### config.mk
export PLATFORM = sky130hd
export DESIGN_NAME = bcd_scan_display
export DESIGN_NICKNAME = d
export VERILOG_FILES = /design/src/rtl/packs.sv /design/src/rtl/bcd_to_seg7.sv /design/src/rtl/bcd_scan_display.sv
export SDC_FILE = /design/constraint.sdc
export NUM_CORES = 1
export LEC_CHECK = 0
export BUFFER_PORTS_ARGS = -buffer_cell sky130_fd_sc_hd__buf_2
export CAP_MARGIN = 20
export CORE_ASPECT_RATIO = 1.25
export CORE_MARGIN = 4
export CORE_UTILIZATION = 50
export CTS_CLUSTER_SIZE = 24
export DETAILED_ROUTE_END_ITERATION = 7
export GPL_ROUTABILITY_DRIVEN = 0
export PLACE_DENSITY = 0.72
export SLEW_MARGIN = 20
export SYNTH_ARGS = -nofsm -noshare
export SYNTH_HDL_FRONTEND = slang
export SYNTH_SLANG_ARGS = --single-unit
### constraint.sdc
create_clock -name clk -period 2.3 [get_ports clk]
set_input_delay 0.115 -clock clk [delete_from_list [all_inputs] [get_ports clk]]
set_output_delay 0.115 -clock clk [all_outputs]
set_load 0.05 [all_outputs]
### src/rtl/packs.sv
// Shared types and constants for the display path.
package packs;

    typedef logic [3:0] BCDnumber_t;

    localparam int N_DIGITS = 4;

    // Cathodes {g,f,e,d,c,b,a}, active-low.
    typedef logic [6:0] seg7_t;

    localparam seg7_t SEG_OFF  = 7'h7F;
    localparam seg7_t SEG_DASH = 7'b0111111;

endpackage

### src/rtl/bcd_to_seg7.sv
// Combinational BCD to active-low seven-segment decoder; codes 10..15 render as a dash.
module bcd_to_seg7
    import packs::*;
(
    input  BCDnumber_t bcd,
    output seg7_t      seg
);

    always_comb begin
        seg = SEG_DASH;
        case (bcd)
            4'd0: seg = 7'b1000000;
            4'd1: seg = 7'b1111001;
            4'd2: seg = 7'b0100100;
            4'd3: seg = 7'b0110000;
            4'd4: seg = 7'b0011001;
            4'd5: seg = 7'b0010010;
            4'd6: seg = 7'b0000010;
            4'd7: seg = 7'b1111000;
            4'd8: seg = 7'b0000000;
            4'd9: seg = 7'b0010000;
            default: seg = SEG_DASH;
        endcase
    end

endmodule

### src/rtl/bcd_scan_display.sv
// Four-digit multiplexed seven-segment scanner with per-frame input snapshot and dead time.
// Optional leading-zero blanking is built when BCD_SCAN_LZB_EN is defined.
module bcd_scan_display
    import packs::*;
#(
    parameter int CLK_DIV     = 1000,
    parameter int DEAD_CYCLES = 16
) (
    input  logic                         clk,
    input  logic                         rst,
    input  logic                         en,
    input  BCDnumber_t [N_DIGITS-1:0]    digit,
    input  logic       [N_DIGITS-1:0]    dp_in,
    output logic       [N_DIGITS-1:0]    an,
    output seg7_t                        seg,
    output logic                         dp,
    output logic                         frame
);

    localparam int CNT_W = (CLK_DIV > 2) ? $clog2(CLK_DIV) : 1;
    localparam int IDX_W = $clog2(N_DIGITS);
    localparam logic [CNT_W-1:0] CNT_LAST = CNT_W'(CLK_DIV - 1);
    localparam logic [CNT_W-1:0] DEAD_END = CNT_W'(DEAD_CYCLES);

    generate
        if (CLK_DIV < 2 || DEAD_CYCLES < 0 || DEAD_CYCLES >= CLK_DIV) begin : g_param_check
            $error("bcd_scan_display: need CLK_DIV >= 2 and 0 <= DEAD_CYCLES < CLK_DIV");
        end
    endgenerate

    logic [CNT_W-1:0]          cnt;
    logic [IDX_W-1:0]          idx;
    BCDnumber_t [N_DIGITS-1:0] shadow;
    logic [N_DIGITS-1:0]       shadow_dp;
    logic [N_DIGITS-1:0]       blank;
    seg7_t                     seg_dec;
    logic                      drive;

    // Gated by rst so the pulse stays low while reset is held.
    assign frame = rst & en & (cnt == '0) & (idx == '0);

    always_ff @(posedge clk or negedge rst) begin
        if (!rst) begin
            cnt <= '0;
            idx <= '0;
        end else if (!en) begin
            cnt <= '0;
            idx <= '0;
        end else if (cnt == CNT_LAST) begin
            cnt <= '0;
            idx <= idx + 1'b1;
        end else begin
            cnt <= cnt + 1'b1;
        end
    end

    always_ff @(posedge clk or negedge rst) begin
        if (!rst) begin
            shadow    <= '0;
            shadow_dp <= '0;
        end else if (frame) begin
            shadow    <= digit;
            shadow_dp <= dp_in;
        end
    end

`ifdef BCD_SCAN_LZB_EN
    // A digit stays blank only while it and every higher digit are zero without a dot.
    always_comb begin
        logic zrun;
        zrun  = 1'b1;
        blank = '0;
        for (int i = N_DIGITS - 1; i >= 1; i--) begin
            zrun     = zrun & (shadow[i] == 4'd0) & ~shadow_dp[i];
            blank[i] = zrun;
        end
    end
`else
    assign blank = '0;
`endif

    bcd_to_seg7 u_dec (
        .bcd (shadow[idx]),
        .seg (seg_dec)
    );

    assign drive = en & (cnt >= DEAD_END) & ~blank[idx];

    always_ff @(posedge clk or negedge rst) begin
        if (!rst) begin
            an  <= '1;
            seg <= SEG_OFF;
            dp  <= 1'b1;
        end else if (drive) begin
            an  <= ~(N_DIGITS'(1) << idx);
            seg <= seg_dec;
            dp  <= ~shadow_dp[idx];
        end else begin
            an  <= '1;
            seg <= SEG_OFF;
            dp  <= 1'b1;
        end
    end

endmodule

==> summary.md <==
| Metric | Value |
|---|---|
| Status | finished clean |
| Reg2reg path depth | 6 |
| Hold EP | shadow_dp[3] |
| Crit Path Category | reg2out |
| Drt initial violations | between 50 and 60 |
| Fin nets | 246 |
| CTS tree | done |
| Post-synthesis sequential area ratio | 52.0% |
| Worst setup margin | 208 ps |
| #FFs+latches synth | 44 |
| ANT cells | 0 |
| Critical R2R Capture | shadow[8] |
| Synth Area in Compound Gates | 7.99% |
| Largest stage delay, worst path | around 560 ps |
| CTS root buf | clkbuf_8 |
| Crit start category | flop |
| Mapped Area | 2140 µm² |
| Port Buffers | 35 |
| Pleak | 0.00107 µW |
| Latest clock arrival within the worst-skew pair | ~300 ps |
| Post-Syn Nets | 205 |
| Reg clk slew, reported paths | roughly 80 ps |
| Rel. slew slack | 59.0% |
| Layout area overhead | 15.7% |
| Final period util | 90.9% |
| GRT overflow | 0 |
| Initial DRT Pass Iterations | 4 |
| Cell Rows | 26 |
| Initial Util | ~52% |
| DPL Wire Length | roughly 3200 µm |
| Worst EP required | 2180 ps |
| MaxCap Viol Count | 0 |
| Total setup buffers inserted after CTS | 0 |
| HP Start | dp_in[3] |
| Vias | between 1000 and 1500 |
| H-tree depth | 2 |
| CTS Buf Count | 5 |
| Seq pwr share | 52.6% |
| Post-synthesis mux area share | 18.3% |
| Slew Viols, Final | 0 |
| RSZ-0062 raised after global routing | no |
| Final setup fails | 0 |
| Routed Antenna Nets | 0 |
| Sw power | 488 µW |
| Yosys top cell area share | 37.3% |
| Crit path time final | 2090 ps |
| Power Density | 718 nW/µm² |
| Pint | around 1300 µW |
| Die area | 5410 µm² |
| Async set or reset register ratio after synthesis | 100% |
| Post-synth cell types | 33 |
| Clock power frac | between 20% and 30% |
| Post-Synth Simple-Gate Area | approximately 8.8% |
| Area leader, netlist | dfrtp_1 |
| Core Area | 4130 µm² |
| Drt drc | 0 |
| CP Capture Type | output pin |
| Hold depth | 2 |
| Layout cell share with drive strength beyond 1 | 32.5% |
| Synth area leaders | dfrtp_1, dfstp_2, mux2_1 |
| Mapped Cells | 170 |
| Post-synth EDFFs | 0 |
| Worst r2r src | idx[1] |
| F_max | 0.478 GHz |
| Highest net fanout along the worst path | 21 |
| Switching Share | 27.4% |
| CTS Sinks | 44 |
| Vias in the first global route | 1515 |
| Count leader, synth | dfrtp_1 |
| Die span in x | between 60 and 70 µm |
| Adder-cell share of the synthesized area | 7.00% |
| IO Pins | 36 |
| Post-Synth XOR/XNOR Area | 1.23% |
| Combinational Power Share | 19.7% |
| Flop2flop setup slack | 380 ps |
| Setup TNS Final | 0 ps |
| All-layer global routing usage | 17.5% |
| First-pass GRT wire length | 6980 µm |
| Ys flop type | dfrtp_1 |
| Maximum vdd drop | 0.383 mV |
| Worst-Margin Slew | 611 ps |
| Critical path's top delay family | buffers and inverters |
| WL per Instance | 15.6 µm |
| Fin. Hold Viols | 0 |
| Combinational family with the most area after synthesis | multiplexers |
| Synth warn | 0 |
| Final wirelength | 4180 µm |
| CP max-delay cell | dfrtp_1 |
| CP bufs+invs | 4 |
| Hold WC Path Type | in2reg |
| Placement Setup Slack | 285 ps |
| Vias/cell | 5.39 |
| Critical path arrival | 1980 ps |
| Initial antenna violation count | 0 |
| Longest Clk Path Bufs | 2 |
| Mean area per synthesized cell | 12.6 µm² |
| Largest net degree at the start of global routing | 45 |
| Cells along the critical path | inv_1, ha_1, and4_1, nand4_1, buf_4, inv_2, buf_2 |
| Commonest cells post-synth | dfrtp_1, mux2_1, inv_1, dfstp_2, ha_1 |
| Worst Skew | 6.93 ps |
| DIE HEIGHT | around 81 µm |
==> metal layers <==
metal | wire length (µm) | up-vias | GRT usage [%]
li1 | - | 688 | -
met1 | 1690 | 730 | 18.9
met2 | 2310 | 22 | 32.6
met3 | 109 | 5 | 4.15
met4 | 70 | 0 | 6.10
met5 | 0 | - | 0
==> flip-flops by register name, summed over array words and instances (netlist names) <==
signal and cells:
an 4, cnt 10, dp 1, idx 2, seg 7, shadow 16, shadow_dp 4
==> stage by stage <==
| stage | cell area [µm²] | util (%) | hold slack (ps) | power (µW) | cells |
|---|---|---|---|---|---|
| floorplan | 2140 | - | -181 | 1200 | 170 |
| global placement | 2380 | 57.6 | 247 | 1270 | 259 |
| detailed placement | 2380 | 57.6 | 277 | 1310 | 259 |
| CTS | 2480 | 60.0 | 18.1 | 1800 | 268 |
| global route | 2480 | 60.1 | 23.9 | 1880 | 268 |
| finish | 2480 | 60.1 | 24.3 | 1780 | 268 |
==> worst max path at each step <==
| stage | endpoint | cells after the start | slack, ps | startpoint |
|---|---|---|---|---|
| 3_3_place_gp | seg[3] | 6 | 380 | idx[0] |
| 2_1_floorplan | shadow[11] | 7 | 490 | idx[1] |
| 4_1_cts | frame | 7 | 110 | idx[0] |
| 5_1_grt | frame | 7 | 80 | idx[1] |
| 6_report | frame | 7 | 210 | idx[1] |
| 3_5_place_dp | seg[3] | 6 | 290 | idx[0] |
==> power groups by stage <==
stage                     clock, µW  combinational [µW]  sequential (µW)
final                           493                 351              937
after global routing            538                 394              949
after CTS                       511                 355              937
after detailed placement          0                 353              953
after global placement            0                 328              943
after floorplan                   0                 273              928
==> final cells by class <==
type	instances	area (µm²)
clock buffers	8	90.1
inverters	16	60.1
well taps	56	70.1
multi-input cells	104	928
flip-flops and latches	44	1120
repair buffers	40	215
fillers	345	1650
==> cell families (layout without fill, tap and decap cells) <==
logic type                 Yosys count  after routing
AOI/OAI and AO/OA                   25             25
adders and majority gates           12             12
muxes                               30             30
buffers and inverters               22             64
DFF                                 44             44
xor gates and xnor gates             3              3
and+or+nand+nor                     34             34
==> placed cells by master, fill, tap and decap left out, drive strengths merged <==
cell / count
buf: 39
dfrtp: 32
mux2: 21
inv: 16
ha: 12
dfstp: 12
nor2: 8
a21oi: 8
nand2: 8
clkbuf: 8
mux4: 5
or4: 5
o31ai: 5
o21ai: 5
mux2i: 4
nand3: 4
o211ai: 3
nand4: 3
or3: 3
xor2: 2
nor4: 1
o311a: 1
a211oi: 1
a22oi: 1
o311ai: 1
nand4bb: 1
xnor2: 1
and4: 1
dlygate4sd3: 1
==> what timing repair did <==
action                     CTS  global route
hold endpoints to repair    32             0
hold buffers                 1             0
gates resized for setup      0             1
setup endpoints to repair    0             1
Power figures use the tool's default switching activity.
